===== src/rtl/tri_pwm_ctrl.sv =====
// ---------------------------------------------------------------------------
// tri_pwm_ctrl
//
// Purpose:
//   Drives the phase input of an external combinational triangle-carrier LUT
//   from a phase accumulator, registers the returned carrier, compares it
//   against a double-buffered modulation reference and turns the result into
//   a complementary high-side / low-side gate pair with programmable dead
//   time between every hand-over.
//
// Ports:
//   CLK     in   1    system clock, all logic on the rising edge
//   RST     in   1    asynchronous active-high reset
//   EN      in   1    run enable; low forces the gates off and clears phase
//   FTW     in   PW   frequency tuning word (phase increment per cycle)
//   FTW_LD  in   1    one-cycle pulse, captures FTW into the shadow register
//   REF     in   10   signed modulation reference
//   REF_LD  in   1    one-cycle pulse, captures REF into the shadow register
//   DEAD    in   DTW  dead time in cycles, sampled when a dead time starts
//   THETA   out  8    phase to the LUT (top 8 bits of the accumulator)
//   TRI_IN  in   10   signed carrier returned by the LUT
//   PWM_H   out  1    high-side gate
//   PWM_L   out  1    low-side gate
//   SYNC    out  1    one-cycle pulse marking the start of a carrier period
// ---------------------------------------------------------------------------
module tri_pwm_ctrl #(
    parameter int PW  = 16,
    parameter int DTW = 8
) (
    input  logic                CLK,
    input  logic                RST,
    input  logic                EN,
    input  logic [PW-1:0]       FTW,
    input  logic                FTW_LD,
    input  logic signed [9:0]   REF,
    input  logic                REF_LD,
    input  logic [DTW-1:0]      DEAD,
    output logic [7:0]          THETA,
    input  logic signed [9:0]   TRI_IN,
    output logic                PWM_H,
    output logic                PWM_L,
    output logic                SYNC
);

    typedef enum logic [2:0] {
        ST_OFF   = 3'd0,
        ST_HI    = 3'd1,
        ST_DT_HL = 3'd2,
        ST_LO    = 3'd3,
        ST_DT_LH = 3'd4
    } state_t;

    localparam logic [DTW-1:0] C_DT_ONE = DTW'(1);

    // Phase path registers
    logic [PW-1:0]      r_acc;
    logic [PW-1:0]      r_ftw_shd;
    logic [PW-1:0]      r_ftw_act;
    logic signed [9:0]  r_ref_shd;
    logic signed [9:0]  r_ref_act;
    logic signed [9:0]  r_tri_q;
    logic               r_sync;

    // Gate path registers
    state_t             r_state;
    logic [DTW-1:0]     r_dt_cnt;
    logic               r_pwm_h;
    logic               r_pwm_l;

    // Combinational
    logic [PW:0]        w_sum;
    logic               w_wrap;
    logic               w_cmp;
    logic               w_dt_done;
    state_t             w_state_nxt;
    logic [DTW-1:0]     w_dt_nxt;

    // The extra top bit of the sum is the carry that marks a period start.
    assign w_sum  = {1'b0, r_acc} + {1'b0, r_ftw_act};
    assign w_wrap = EN & w_sum[PW];

    // Strict signed compare: equality keeps the low side on.
    assign w_cmp     = (r_ref_act > r_tri_q);
    assign w_dt_done = (r_dt_cnt <= C_DT_ONE);

    // -----------------------------------------------------------------------
    // Phase accumulator, shadow registers and carrier sample
    // -----------------------------------------------------------------------
    always_ff @(posedge CLK or posedge RST) begin
        if (RST) begin
            r_acc     <= '0;
            r_ftw_shd <= '0;
            r_ftw_act <= '0;
            r_ref_shd <= '0;
            r_ref_act <= '0;
            r_tri_q   <= '0;
            r_sync    <= 1'b0;
        end else begin
            if (FTW_LD) begin
                r_ftw_shd <= FTW;
            end
            if (REF_LD) begin
                r_ref_shd <= REF;
            end
            // Active copies take the shadow value as it was before this
            // edge, so a load pulse coinciding with a wrap lands one period
            // later. While stopped the active copies track the shadows.
            if (w_wrap || !EN) begin
                r_ftw_act <= r_ftw_shd;
                r_ref_act <= r_ref_shd;
            end
            if (EN) begin
                r_acc <= w_sum[PW-1:0];
            end else begin
                r_acc <= '0;
            end
            r_sync  <= w_wrap;
            // One cycle of LUT latency: the carrier for THETA is held here.
            r_tri_q <= TRI_IN;
        end
    end

    // -----------------------------------------------------------------------
    // Dead-time state machine: state register
    // -----------------------------------------------------------------------
    always_ff @(posedge CLK or posedge RST) begin
        if (RST) begin
            r_state  <= ST_OFF;
            r_dt_cnt <= '0;
            r_pwm_h  <= 1'b0;
            r_pwm_l  <= 1'b0;
        end else begin
            r_state  <= w_state_nxt;
            r_dt_cnt <= w_dt_nxt;
            // Gates are decoded from the next state so they change on the
            // same edge as the state and can never both be high.
            r_pwm_h  <= (w_state_nxt == ST_HI);
            r_pwm_l  <= (w_state_nxt == ST_LO);
        end
    end

    // -----------------------------------------------------------------------
    // Dead-time state machine: next state
    // -----------------------------------------------------------------------
    always_comb begin
        w_state_nxt = r_state;
        w_dt_nxt    = r_dt_cnt;
        if (!EN) begin
            w_state_nxt = ST_OFF;
        end else begin
            case (r_state)
                ST_OFF: begin
                    w_state_nxt = ST_DT_LH;
                    w_dt_nxt    = DEAD;
                end
                ST_HI: begin
                    if (!w_cmp) begin
                        w_state_nxt = ST_DT_HL;
                        w_dt_nxt    = DEAD;
                    end
                end
                ST_DT_HL: begin
                    // Always finishes into LO; a compare that flipped back
                    // during the dead time is picked up by LO afterwards.
                    if (w_dt_done) begin
                        w_state_nxt = ST_LO;
                    end else begin
                        w_dt_nxt = r_dt_cnt - C_DT_ONE;
                    end
                end
                ST_LO: begin
                    if (w_cmp) begin
                        w_state_nxt = ST_DT_LH;
                        w_dt_nxt    = DEAD;
                    end
                end
                ST_DT_LH: begin
                    // DEAD = 0 and DEAD = 1 both end after one dead cycle.
                    if (w_dt_done) begin
                        w_state_nxt = w_cmp ? ST_HI : ST_LO;
                    end else begin
                        w_dt_nxt = r_dt_cnt - C_DT_ONE;
                    end
                end
                default: begin
                    w_state_nxt = ST_OFF;
                end
            endcase
        end
    end

    assign THETA = r_acc[PW-1 -: 8];
    assign SYNC  = r_sync;
    assign PWM_H = r_pwm_h;
    assign PWM_L = r_pwm_l;

endmodule


===== config.mk =====
export PLATFORM = sky130hd
export DESIGN_NAME = tri_pwm_ctrl
export DESIGN_NICKNAME = d
export VERILOG_FILES = /design/src/rtl/tri_pwm_ctrl.sv
export SDC_FILE = /design/constraint.sdc
export NUM_CORES = 1
export LEC_CHECK = 0
export BUFFER_PORTS_ARGS = -buffer_cell sky130_fd_sc_hd__clkbuf_2
export CAP_MARGIN = 15
export CORE_ASPECT_RATIO = 0.9
export CORE_MARGIN = 2
export CORE_UTILIZATION = 50
export CTS_CLUSTER_SIZE = 12
export DETAILED_ROUTE_END_ITERATION = 12
export GPL_ROUTABILITY_DRIVEN = 1
export PLACE_DENSITY = 0.71
export SYNTH_ARGS = -nofsm -noshare
export SYNTH_HDL_FRONTEND = slang
export SYNTH_SLANG_ARGS = --single-unit

===== constraint.sdc =====
create_clock -name CLK -period 7.55 [get_ports CLK]
set_clock_uncertainty 0.2 [all_clocks]
set_input_delay 0.755 -clock CLK [delete_from_list [all_inputs] [get_ports CLK]]
set_output_delay 0.755 -clock CLK [all_outputs]
set_load 0.01 [all_outputs]

* After elaboration in Yosys (flattened, before gate mapping) *
Index checks and enable logic that the tools add are counted.

cells by class
  $add $sub $neg = 2
  magnitude comparators = 2
  equality and inequality tests = 9
  multiplexer cells = 12
  bitwise operators = 1
  reduce and logical (&&, ||, !) cells = 6

operator list
  cell                 count
  $pmux 8 s4           1
  $mux 8               3
  $add 16x16->17       1
  $mux 16              1
  $mux 3               5
  $pmux 3 s5           1
  $gt 10x10->1         1
  $eq 3x2->1 const B   3
  $le 8x1->1 const B   1
  $sub 8x1->8 const B  1
  $eq 3x1->1 const B   2
  $ne 2x2->1 const B   3
  $reduce_and 5->1     1
  $reduce_bool 4->1    1
  $eq 3x3->1 const B   1
  $logic_not 3->1      1
  $mux 2               1
  $reduce_or 2->1      1
  $and 1x1->1          1
  $logic_not 1->1      1
  $logic_or 1x1->1     1

word-level totals
  bits in registers = 92
  word-level logic and storage cells = 43

* Logic depth before layout (Yosys ltp) *
Gate-level depths: netlist (run 1).

  depth after elaboration = 6
  mapped depth = 9
  depth with buffers taken out = 8

* Worst setup path before layout (run 1) *
No wires, ideal clock.

  path type = reg-to-reg
  start point = register r_acc[0]
  end point = register r_ftw_act[0]
  setup time = 0.125 ns
  data arrival time = 2.763 ns
  required time = 7.225 ns
  path slack = 4.463 ns
  stages on the path, launching flop included = 10
  path buffers = 1
  path through = dfrtp_1 ha_1 fa_1 a211oi_2 o21ai_0 a21oi_1 a31oi_1 a211oi_2 buf_4 mux2_2

between the ends
  longest elaborated chain between the ends = 3

ends and longest elaborated chain
  item                    RTL line  text
  from (decl)             56        logic [PW-1:0] r_acc;
  from (signal assigned)  113       r_acc <= w_sum[PW-1:0];
  $add 16x16->17          79        assign w_sum = {1'b0, r_acc} + {1'b0, r_ftw_act};
  $and 1x1->1             80        assign w_wrap = EN & w_sum[PW];
  $logic_or 1x1->1        108       if (w_wrap || !EN) begin
  to (signal assigned)    109       r_ftw_act <= r_ftw_shd;
  to (decl)               58        logic [PW-1:0] r_ftw_act;

No other way between the ends.
A chain may end at the register's enable or synchronous reset.

* Worst setup path in the final report (run 1) *
  start point = register r_acc[0]
  end point = register r_ftw_act[8]

The elaborated chain is that of the path after synthesis.

==> summary.md, run 1 <==
| Metric | Value |
|---|---|
| Run status | complete, no violations |
| TritonCTS clock tree | done |
| Min-delay worst type | in -> async |
| CP required | 7.61 ns |
| Fmax | 284 MHz |
| Post-Syn Area | 0.00455 sq mm |
| Crit path max fanout | 18 |
| Area Growth Syn to Fin | 12.1% |
| Critical R2R Launch | r_acc[0] |
| Period utilization | 0.467 |
| Synth warn | 0 |
| Largest net degree at the start of global routing | 62 |
| Post-synthesis async set-or-reset flop share | 1.00 |
| Post-layout instance area | 0.00510 sq mm |
| Setup crit end kind | register |
| DIE HEIGHT | 94.5 um |
| Io pins | 60 |
| CTS resizes | 0 |
| Fin. Hold Viols | 0 |
| Filler cells | 786 |
| Final Critical Period | 3.53 ns |
| Main synth FF type | dfrtp_1 |
| Final ANT Viol Nets | 0 |
| Slew margin rel. | 0.504 |
| DP Cell Count | 558 |
| Post-Syn Area per Cell | 11.5 sq um |
| CP bufs+invs | 1 |
| Post-synth EDFFs | 0 |
| Startpoint class of the critical path | register |
| Die Wd | 105 um |
| Final #Nets | 525 |
| Placed inst area | 0.00490 sq mm |
| RSZ-0062 raised after global routing | false |
| Slew Limit Fails | 0 |
| Core Area | 0.00896 sq mm |
| Finished Core Util | 0.569 |
| P_leak | 2.44 nW |
| Post-synthesis sequential area ratio | 0.506 |
| Post-Layout Cell Count | 574 |
| Layout cell share with drive strength beyond 1 | 0.303 |
| Worst flop-to-flop path endpoint | r_ftw_act[8] |
| Initial antenna violation count | 0 |
| Post-CTS Setup Bufs | 0 |
| Total Power | 1.78 mW |
| Maxcap violations | 0 |
| Initial core utilization | 0.508 |
| Residual DRC | 0 |
| Detailed Routing Iterations Pass 1 | 4 |
| Pwr/cell area | 349 mW/mm^2 |
| Worst IR Drop VDD | 0.000161 V |
| Register area | 0.00230 sq mm |
| Die ar. | 0.00988 sq mm |
| R2r setup slk | 4.02 ns |
| Critical path type | reg -> reg |
| Final setup violation count | 0 |
| CTS max path bufs | 2 |
| Net Count, Synth | 472 |
| Slowest stage cell, crit path | a211oi_4 |
| Vias in the first global route | 2994 |
| H-tree Lvls | 3 |
| # diodes | 0 |
| Initial DRC Count | 177 |
| Register bit total from synthesis | 92 |
| Crit path DAT | 3.59 ns |
| WL/cell | 14.1 um |
| Worst path cell trace | ha_1 -> fa_1 -> a211oi_2 -> o21ai_0 -> a21oi_1 -> a31oi_1 -> a211oi_4 -> buf_4 -> mux2_2 |
| Synth Instances | 394 |
| Area of the multi-input gates | 0.00206 sq mm |
| Hold buffer count at CTS | 0 |
| Buffers added on ports | 59 |
| First-pass GRT wire length | 14100 um |
| Gr usage total | 0.181 |
| GRT Residual Overflow | 0 |
| Worst skew pair latency | 0.37 ns |
| Clk sinks | 92 |
| DP HPWL | 5960 um |
| Clock transition at path regs | 0.09 ns |
| Cell family with the largest share of critical-path delay | compound AO/OA/AOI/OAI gates |
| Fin Setup TNS | 0 ns |
| Tightest Pin Transition | 0.744 ns |
| R2R cell count | 9 |
| Worst path depth | 9 |
| Via-to-Cell Ratio | 5.41 |
| Site row count | 33 |
| RePlAce Congestion | 0.875 |
| CP max stage delay | 0.52 ns |
| Via Count | 3105 |
| Number of distinct library cells after synthesis | 48 |
| CTS root buffer | clkbuf_8 |
| Total wire length | 8090 um |
| Total CTS buffers | 9 |
[cell families after synthesis]
family                     synth area share
buffers and inverters                0.0426
muxes                                 0.138
adders and majority gates            0.0814
xor gates and xnor gates             0.0154
AOI/OAI and AO/OA                     0.127
DFF                                   0.506
and+or+nand+nor                      0.0894
[area by class of cell]
| cell class | instances | share of cell area |
|---|---|---|
| tap | 122 | 0.0299 |
| timing repair buffer | 61 | 0.0609 |
| clock buffer | 9 | 0.0243 |
| sequential | 92 | 0.452 |
| multi-input combinational | 263 | 0.404 |
| inverter | 20 | 0.0150 |
| clock inverter | 7 | 0.0145 |
[power breakdown]
| part | total (mW) | switching (mW) | internal, mW | leakage (nW) |
|---|---|---|---|---|
| clock network | 0.333 | 0.178 | 0.155 | 0.100 |
| registers | 0.713 | 0.0880 | 0.625 | 1.11 |
| logic | 0.733 | 0.385 | 0.348 | 1.23 |
[registers in the layout (all words and copies together) (netlist names)]
| name | flops |
|---|---|
| PWM_H | 1 |
| PWM_L | 1 |
| SYNC | 1 |
| r_acc | 16 |
| r_dt_cnt | 8 |
| r_ftw_act | 16 |
| r_ftw_shd | 16 |
| r_ref_act | 10 |
| r_ref_shd | 10 |
| r_state | 3 |
| r_tri_q | 10 |
[synthesized netlist by cell type, types with 3 or more instances]
cell type / instances / area [sq um]
a221oi_1: 3 / 26.3
a21oi_1: 21 / 105
inv_1: 19 / 71.3
clkbuf_1: 5 / 18.8
mux2i_1: 4 / 40.0
a21o_1: 9 / 67.6
and2_1: 3 / 18.8
a31oi_1: 3 / 18.8
nand3_1: 4 / 20.0
nor2_1: 34 / 128
nand2b_1: 6 / 37.5
ha_1: 28 / 350
xor2_1: 4 / 35.0
nand4_1: 3 / 18.8
or3_1: 6 / 37.5
dfrtp_1: 92 / 2300
o21ai_0: 12 / 60.1
xnor2_1: 4 / 35.0
mux2_2: 52 / 586
nor3_1: 9 / 45.0
nand2_1: 18 / 67.6
a221o_1: 3 / 30.0
o21a_1: 10 / 75.1
buf_4: 10 / 75.1
a21boi_0: 3 / 22.5
[metrics by stage]
step | worst slack, ns | hold slack [ns]
finish | 4.02 | 0.185
floorplan | 4.20 | 0.277
global placement | 4.17 | 0.288
global route | 3.79 | 0.208
CTS | 4.02 | 0.193
detailed placement | 4.04 | 0.295
[routing by layer]
metal  up-vias  global-route usage  routed length [um]
met2        81               0.275                3620
met4         0              0.0563                 116
met3        11              0.0628                 453
met5         -                   0                   0
met1      1502               0.246                3900
li1       1511                   -                   -
[worst max path at each step]
| stage | start | to | slack, ns |
|---|---|---|---|
| 6_report | r_acc[0] | r_ftw_act[8] | 4.02 |
| 5_1_grt | r_acc[0] | r_ref_act[5] | 3.79 |
| 4_1_cts | r_acc[0] | r_ref_act[1] | 4.02 |
| 3_5_place_dp | r_ftw_act[0] | r_ref_act[1] | 4.04 |
| 3_3_place_gp | r_acc[0] | r_ref_act[7] | 4.17 |
| 2_1_floorplan | RST | PWM_H | 4.20 |
[cells in the final DEF (no fill, tap or decap), drive strengths merged, types with 6 or more instances in the layout]
cell type   n
o21ai      12
a21o        9
nand2b      6
o21a       10
nor3        9
nor2       34
or3         6
ha         28
inv        21
a21oi      22
dfrtp      92
nand2      18
mux2       52
clkbuf     68
(Power assumes the default switching activity.)
==> inputs of run 2 (changes only) <==
--- a/config.mk
+++ b/config.mk
@@ -5,6 +5,7 @@
 export SDC_FILE = /design/constraint.sdc
 export NUM_CORES = 1
 export LEC_CHECK = 0
+export ABC_AREA = 1
 export BUFFER_PORTS_ARGS = -buffer_cell sky130_fd_sc_hd__clkbuf_2
 export CAP_MARGIN = 15
 export CORE_ASPECT_RATIO = 0.9
@@ -13,7 +14,7 @@
 export CTS_CLUSTER_SIZE = 12
 export DETAILED_ROUTE_END_ITERATION = 12
 export GPL_ROUTABILITY_DRIVEN = 1
-export PLACE_DENSITY = 0.71
+export PLACE_DENSITY = 0.7
 export SYNTH_ARGS = -nofsm -noshare
 export SYNTH_HDL_FRONTEND = slang
 export SYNTH_SLANG_ARGS = --single-unit
==> constraint.sdc (replaced) <==
create_clock -name CLK -period 3.5 [get_ports CLK]
set_clock_uncertainty 0.2 [all_clocks]
set_input_delay 0.35 -clock CLK [delete_from_list [all_inputs] [get_ports CLK]]
set_output_delay 0.35 -clock CLK [all_outputs]
set_load 0.01 [all_outputs]
==> summary.md, run 2 <==
| Metric | Value |
|---|---|
| Final setup violation count | 0 (unchanged) |
| Filler cells | 844 (+7.4%) |
| Post-Syn Area per Cell | 9.38 sq um (-19%) |
| Initial DRC Count | 183 (+3.4%) |
| DP HPWL | 6770 um (+14%) |
| R2r setup slk | 0.87 ns (-3.15 ns) |
| Crit path max fanout | 52 (+34) |
| Register area | 0.00230 sq mm (unchanged) |
| Final Critical Period | 2.63 ns (-0.901 ns) |
| Die Wd | 108 um (+3.1%) |
| Via-to-Cell Ratio | 5.06 (-6.5%) |
| Total wire length | 9330 um (+15%) |
| Startpoint class of the critical path | register |
| WL met2 | 4260 um (+18%) |
| CP bufs+invs | 2 (+1) |
| Area Growth Syn to Fin | 14.5% |
| Synth warn | 0 (unchanged) |
| Post-Layout Cell Count | 720 (+25%) |
| Tightest Pin Transition | 0.938 ns (+0.195 ns) |
| Largest net degree at the start of global routing | 56 (-9.7%) |
| Post-Syn Area | 0.00485 sq mm (+6.6%) |
| Cell family with the largest share of critical-path delay | simple AND/OR/NAND/NOR gates |
| Pwr/cell area | 704 mW/mm^2 (+100%) |
| Worst path cell trace | ha_1 -> fa_1 -> nand3_1 -> nand3_2 -> inv_2 -> nor2_2 -> nor2_2 -> o21ai_4 -> nand3_2 -> nand3_4 -> buf_4 -> nand2_1 -> o21ai_2 |
| Finished Core Util | 0.580 (+0.0111) |
| WL/cell | 13.0 um (-8.1%) |
| Clock transition at path regs | 0.09 ns (about the same) |
| Initial antenna violation count | 0 (unchanged) |
| Period utilization | 0.750 (+0.283) |
| Slew margin rel. | 0.374 (-0.131) |
| Largest registers | r_acc (16), r_ftw_act (16), r_ftw_shd (16) |
| RSZ-0062 raised after global routing | false |
| Slowest stage cell, crit path | fa_1 |
| Detailed Routing Iterations Pass 1 | 5 (+1) |
| Synth top area share | 0.475 (-0.0315) |
| Min-delay worst type | in -> reg |
| Core Area | 0.00957 sq mm (+6.8%) |
| Post-CTS Setup Bufs | 0 (unchanged) |
| DIE HEIGHT | 97.4 um (+3.1%) |
| P_leak | 2.91 nW (+19%) |
| Maxcap violations | 0 (unchanged) |
| Post-synthesis sequential area ratio | 0.475 (-0.0315) |
| Total CTS buffers | 9 (unchanged) |
| Crit path DAT | 2.66 ns (-0.93 ns) |
| Clk sinks | 92 (unchanged) |
| H-tree Lvls | 3 (unchanged) |
| Register bit total from synthesis | 92 (unchanged) |
| Initial core utilization | 0.507 (-0.000944) |
| DRT met1 WL | 4480 um (+15%) |
| Worst path depth | 13 (+4) |
| TritonCTS clock tree | done |
| CP endpoint | r_ftw_act[8] |
| Most common cell after layout, fill and taps aside | nand2_1 |
| Placed inst area | 0.00519 sq mm (+5.8%) |
| Critical R2R Launch | r_ftw_act[0] |
| Fin. Hold Viols | 0 (unchanged) |
| Setup WS pre-CTS | 0.901 ns (-3.14 ns) |
| Worst Setup Slack, final | 0.874 ns (-3.15 ns) |
| Synth Instances | 517 (+31%) |
| CTS max path bufs | 2 (unchanged) |
| CP required | 3.53 ns (-4.08 ns) |
| Main synth FF type | dfrtp_1 |
| Worst skew pair latency | 0.36 ns (about the same) |
| Critical path type | reg -> reg |
| DR top layer | met4 |
| GRT Residual Overflow | 0 (unchanged) |
| Number of distinct library cells after synthesis | 41 (-15%) |
| Final ANT Viol Nets | 0 (unchanged) |
| Run status | complete, no violations |
| R2R cell count | 13 (+4) |
| Fmax | 381 MHz (+34%) |
| Post-synthesis async set-or-reset flop share | 1.00 (unchanged) |
| Layout cell share with drive strength beyond 1 | 0.246 (-0.0573) |
| Met3 WL | 483 um (+6.6%) |
| Worst flop-to-flop path endpoint | r_ftw_act[8] |
| Die ar. | 0.0105 sq mm (+6.4%) |
| Io pins | 60 (unchanged) |
| Synth area leaders | dfrtp_1 (47%), nand2_1 (7.8%), ha_1 (7.2%) |
| Post-layout instance area | 0.00555 sq mm (+8.9%) |
| Net Count, Synth | 595 (+26%) |
| Site row count | 34 (+3.0%) |
| Fin Setup TNS | 0 ns (unchanged) |
| Post-synth EDFFs | 0 (unchanged) |
| # diodes | 0 (unchanged) |
| Slew Limit Fails | 0 (unchanged) |
| CTS root buffer | clkbuf_8 |
| First-pass GRT wire length | 16400 um (+16%) |
| Via Count | 3642 (+17%) |
| Most frequent cells in the layout | nand2_1 (101), dfrtp_1 (92), inv_1 (79), clkbuf_2 (59), nor2_1 (33) |
| Worst IR Drop VDD | 0.000289 V (+80%) |
| Setup crit end kind | register |
| Critical Path Source | r_ftw_act[0] |
| Final #Nets | 667 (+27%) |
| Top-count cell post-synth | nand2_1 |
| Vias in the first global route | 3553 (+19%) |
| Gr usage total | 0.196 (+0.0153) |
| Cell accounting for the most synthesized area | dfrtp_1 |
| RePlAce Congestion | 0.927 (+5.9%) |
| DP Cell Count | 686 (+23%) |
| Area of the multi-input gates | 0.00210 sq mm (+1.9%) |
| Residual DRC | 0 (unchanged) |
| CP max stage delay | 0.41 ns (-0.11 ns) |
| Synth cell count leaders | nand2_1 (101), dfrtp_1 (92), inv_1 (80), nor2_1 (33), a21oi_1 (29) |
| Buffers added on ports | 59 (unchanged) |
-- run 2: kinds of logic (layout without fill, tap and decap cells) --
family          after synthesis  count (layout)  share of synthesized area
fa+ha+maj                    29              29                     0.0764
buf+inv                      99             176                     0.0926
simple gates                174             174                      0.154
compound gates               91              91                      0.130
xor+xnor                      4               4                    0.00723
flops                        92              92                      0.475
mux                          28              28                     0.0650
-- run 2: worst min path at each step --
stage	end	slack, ns	from	depth (start not counted)
3_3_place_gp	r_tri_q[2]	0.26	TRI_IN[2]	1
4_1_cts	r_ftw_shd[9]	0.001	FTW[9]	2
6_report	r_ftw_shd[3]	0.02	FTW[3]	2
2_1_floorplan	r_tri_q[0]	0.18	TRI_IN[0]	0
5_1_grt	r_ftw_shd[9]	0.0006	FTW[9]	2
3_5_place_dp	r_tri_q[6]	0.26	TRI_IN[6]	1
-- run 2: timing repair --
action | CTS | global route
hold buffers | 18 | 0
endpoints found under the hold margin | 71 | 0
gates resized for setup | 0 | 0
-- run 2: final cells by class --
cell class | count | share of cell area
flip-flops and latches | 92 | 0.415
multi-input cells | 326 | 0.378
repair buffers | 79 | 0.0906
inverters | 81 | 0.0550
well taps | 126 | 0.0284
clock buffers | 10 | 0.0230
clock inverters | 6 | 0.0106
-- run 2: report_power, final --
part	internal (mW)	switching, mW	leakage (nW)
registers	1.34	0.184	1.12
logic	0.648	1.06	1.70
clock network	0.272	0.401	0.0902
-- run 2: per-layer routing --
layer / up-vias / GRT usage
met2: 94 / 0.302
met3: 12 / 0.0436
met1: 1720 / 0.280
met4: 0 / 0.0562
met5: - / 0
li1: 1816 / -
-- run 2: metrics by stage --
step / hold slack, ns / total power, mW
2_1_floorplan: 0.181 / 2.91
3_3_place_gp: 0.260 / 3.16
3_5_place_dp: 0.260 / 3.22
4_1_cts: 0.000971 / 3.93
5_1_grt: 0.000602 / 4.24
6_report: 0.0179 / 3.91
-- run 2: worst register-to-register path: cells and delay by family, from the launching register on --
family                   cells  cell delay [ns]
buffers and inverters        2             0.41
AO/OA/AOI/OAI                2             0.14
flip-flops                   1             0.39
AND/OR/NAND/NOR              7             0.74
adder cells (fa/ha/maj)      2             0.62
==> inputs of run 3 (changes only) <==
--- a/config.mk
+++ b/config.mk
@@ -5,7 +5,7 @@
 export SDC_FILE = /design/constraint.sdc
 export NUM_CORES = 1
 export LEC_CHECK = 0
-export ABC_AREA = 1
+export ABC_AREA = 0
 export BUFFER_PORTS_ARGS = -buffer_cell sky130_fd_sc_hd__clkbuf_2
 export CAP_MARGIN = 15
 export CORE_ASPECT_RATIO = 0.9
@@ -14,7 +14,7 @@
 export CTS_CLUSTER_SIZE = 12
 export DETAILED_ROUTE_END_ITERATION = 12
 export GPL_ROUTABILITY_DRIVEN = 1
-export PLACE_DENSITY = 0.7
+export PLACE_DENSITY = 0.71
 export SYNTH_ARGS = -nofsm -noshare
 export SYNTH_HDL_FRONTEND = slang
 export SYNTH_SLANG_ARGS = --single-unit
==> constraint.sdc (replaced) <==
create_clock -name CLK -period 2.5 [get_ports CLK]
set_clock_uncertainty 0.2 [all_clocks]
set_input_delay 0.25 -clock CLK [delete_from_list [all_inputs] [get_ports CLK]]
set_output_delay 0.25 -clock CLK [all_outputs]
set_load 0.01 [all_outputs]
==> summary.md, run 3 (synthesized netlist as in run 1, its figures left out) <==
| Metric | Value |
|---|---|
| Run status | finished, violations left |
| Failing checks | negative setup slack |
| Die Wd | 105 um (-3.0%) |
| Detailed Routing Iterations Pass 1 | 4 (-1) |
| Worst IR Drop VDD | 0.000550 V (+91%) |
| Largest registers | r_acc (16), r_ftw_act (16), r_ftw_shd (16) |
| H-tree Lvls | 3 (unchanged) |
| Total wire length | 9800 um (+5.0%) |
| WHS | 0.00803 ns (-0.00985 ns) |
| Io pins | 60 (unchanged) |
| CTS max path bufs | 2 (unchanged) |
| Core Area | 0.00896 sq mm (-6.4%) |
| Initial DRC Count | 80 (-56%) |
| Fin. Hold Viols | 0 (unchanged) |
| Final setup violation count | 35 (+35) |
| Slew margin rel. | 0.468 (+0.0944) |
| Maxcap violations | 0 (unchanged) |
| Most frequent cells in the layout | dfrtp_1 (92), clkbuf_2 (59), buf_4 (52), dlygate4sd3_1 (37), nor2_1 (33) |
| Worst skew pair latency | 0.37 ns (about the same) |
| Vias in the first global route | 3546 (-0.20%) |
| Min-delay worst type | in -> reg |
| # diodes | 0 (unchanged) |
| WL/cell | 14.7 um (+13%) |
| Clock transition at path regs | 0.10 ns (about the same) |
| Final Critical Period | 2.81 ns (+0.180 ns) |
| Site row count | 33 (-2.9%) |
| Setup crit end kind | register |
| DIE HEIGHT | 94.5 um (-3.0%) |
| TritonCTS clock tree | done |
| First-pass GRT wire length | 16700 um (+2.0%) |
| Total CTS buffers | 9 (unchanged) |
| Setup WS pre-CTS | -0.369 ns (-1.27 ns) |
| GRT Residual Overflow | 0 (unchanged) |
| Gr usage total | 0.213 (+0.0168) |
| Clk sinks | 92 (unchanged) |
| Tightest Pin Transition | 0.796 ns (-0.142 ns) |
| CP required | 2.56 ns (-0.97 ns) |
| Residual DRC | 0 (unchanged) |
| Most common cell after layout, fill and taps aside | dfrtp_1 |
| CTS root buffer | clkbuf_8 |
| Pwr/cell area | 1040 mW/mm^2 (+48%) |
| Initial antenna violation count | 0 (unchanged) |
| Die ar. | 0.00988 sq mm (-6.0%) |
| Initial core utilization | 0.508 (+0.000944) |
| Layout cell share with drive strength beyond 1 | 0.397 (+0.151) |
| Slew Limit Fails | 0 (unchanged) |
| Fmax | 356 MHz (-6.4%) |
| RePlAce Congestion | 0.855 (-7.7%) |
| DP HPWL | 6530 um (-3.6%) |
| Via Count | 3463 (-4.9%) |
| Crit path DAT | 2.87 ns (+0.21 ns) |
| RSZ-0062 raised after global routing | true |
| Worst Setup Slack, final | -0.305 ns (-1.18 ns) |
| Buffers added on ports | 59 (unchanged) |
| Final #Nets | 620 (-7.0%) |
| Crit path max fanout | 7 (-87%) |
| Largest net degree at the start of global routing | 38 (-32%) |
| Area Growth Syn to Fin | 38.1% |
| P_leak | 3.04 nW (+4.5%) |
| Startpoint class of the critical path | register |
| Final ANT Viol Nets | 0 (unchanged) |
| Critical path type | reg -> reg |
| Via-to-Cell Ratio | 5.18 (+2.3%) |
| Period utilization | 1.12 (+0.372) |
## run 3: timing repair
item	4_1_cts	5_1_grt
hold buffers	37	0
resized for setup	29	19
endpoints found under the setup margin	35	38
buffers inserted	5	5
hold endpoints to repair	71	0
gates cloned	1	0
pin swaps	8	10
## run 3: area by class of cell
class                   count  area (sq um)
inverters                  20          78.8
clock buffers               9           124
multi-input cells         263          2340
repair buffers            156          1200
fillers                   636          2680
well taps                 122           153
clock inverters             7          81.3
flip-flops and latches     92          2300
## run 3: power by group
| part | leakage [nW] | switching, mW | internal [mW] |
|---|---|---|---|
| sequential | 1.11 | 0.263 | 1.89 |
| clock | 0.103 | 0.603 | 0.399 |
| combinational | 1.83 | 1.52 | 1.88 |
## run 3: worst paths after layout
kind | start | depth (start not counted) | slack [ns] | to
min | DEAD[1] | 3 | 0.008 | r_dt_cnt[1]
min in group asynchronous | RST | 3 | 0.35 | r_ftw_shd[4]
min reg2reg | r_ftw_shd[2] | 1 | 0.31 | r_ftw_act[2]
max | r_ftw_act[0] | 10 | -0.31 | r_ref_act[5]
max reg2reg | r_ftw_act[0] | 10 | -0.31 | r_ref_act[5]
max in group asynchronous | RST | 4 | 1.11 | r_ftw_shd[10]
## run 3: per-layer routing
layer / track usage / share of wire
met1: 0.278 / 0.45
met2: 0.364 / 0.50
met3: 0.0469 / 0.035
met4: 0.0574 / 0.013
met5: 0 / 0
## run 3: critical path, cell delays in order, from the launching register on
cell and delay [ns]:
dfrtp_1 0.42, ha_4 0.18, fa_2 0.36, a211oi_4 0.27, o21ai_2 0.08, a21oi_2 0.19, a31oi_4 0.12, a211oi_4 0.26
buf_6 0.17, buf_12 0.14, mux2_4 0.30
## run 3: stage by stage
step	cell area (sq um)	instances	util	total power, mW	setup TNS, ns
after floorplan	4650	394	-	4.06	-8.75
after global placement	5370	605	0.600	4.88	-7.30
after detailed placement	5370	605	0.600	4.99	-9.52
after CTS	6150	664	0.686	6.33	-9.01
after global routing	6280	669	0.701	7.04	-11.33
final	6280	669	0.701	6.56	-8.21
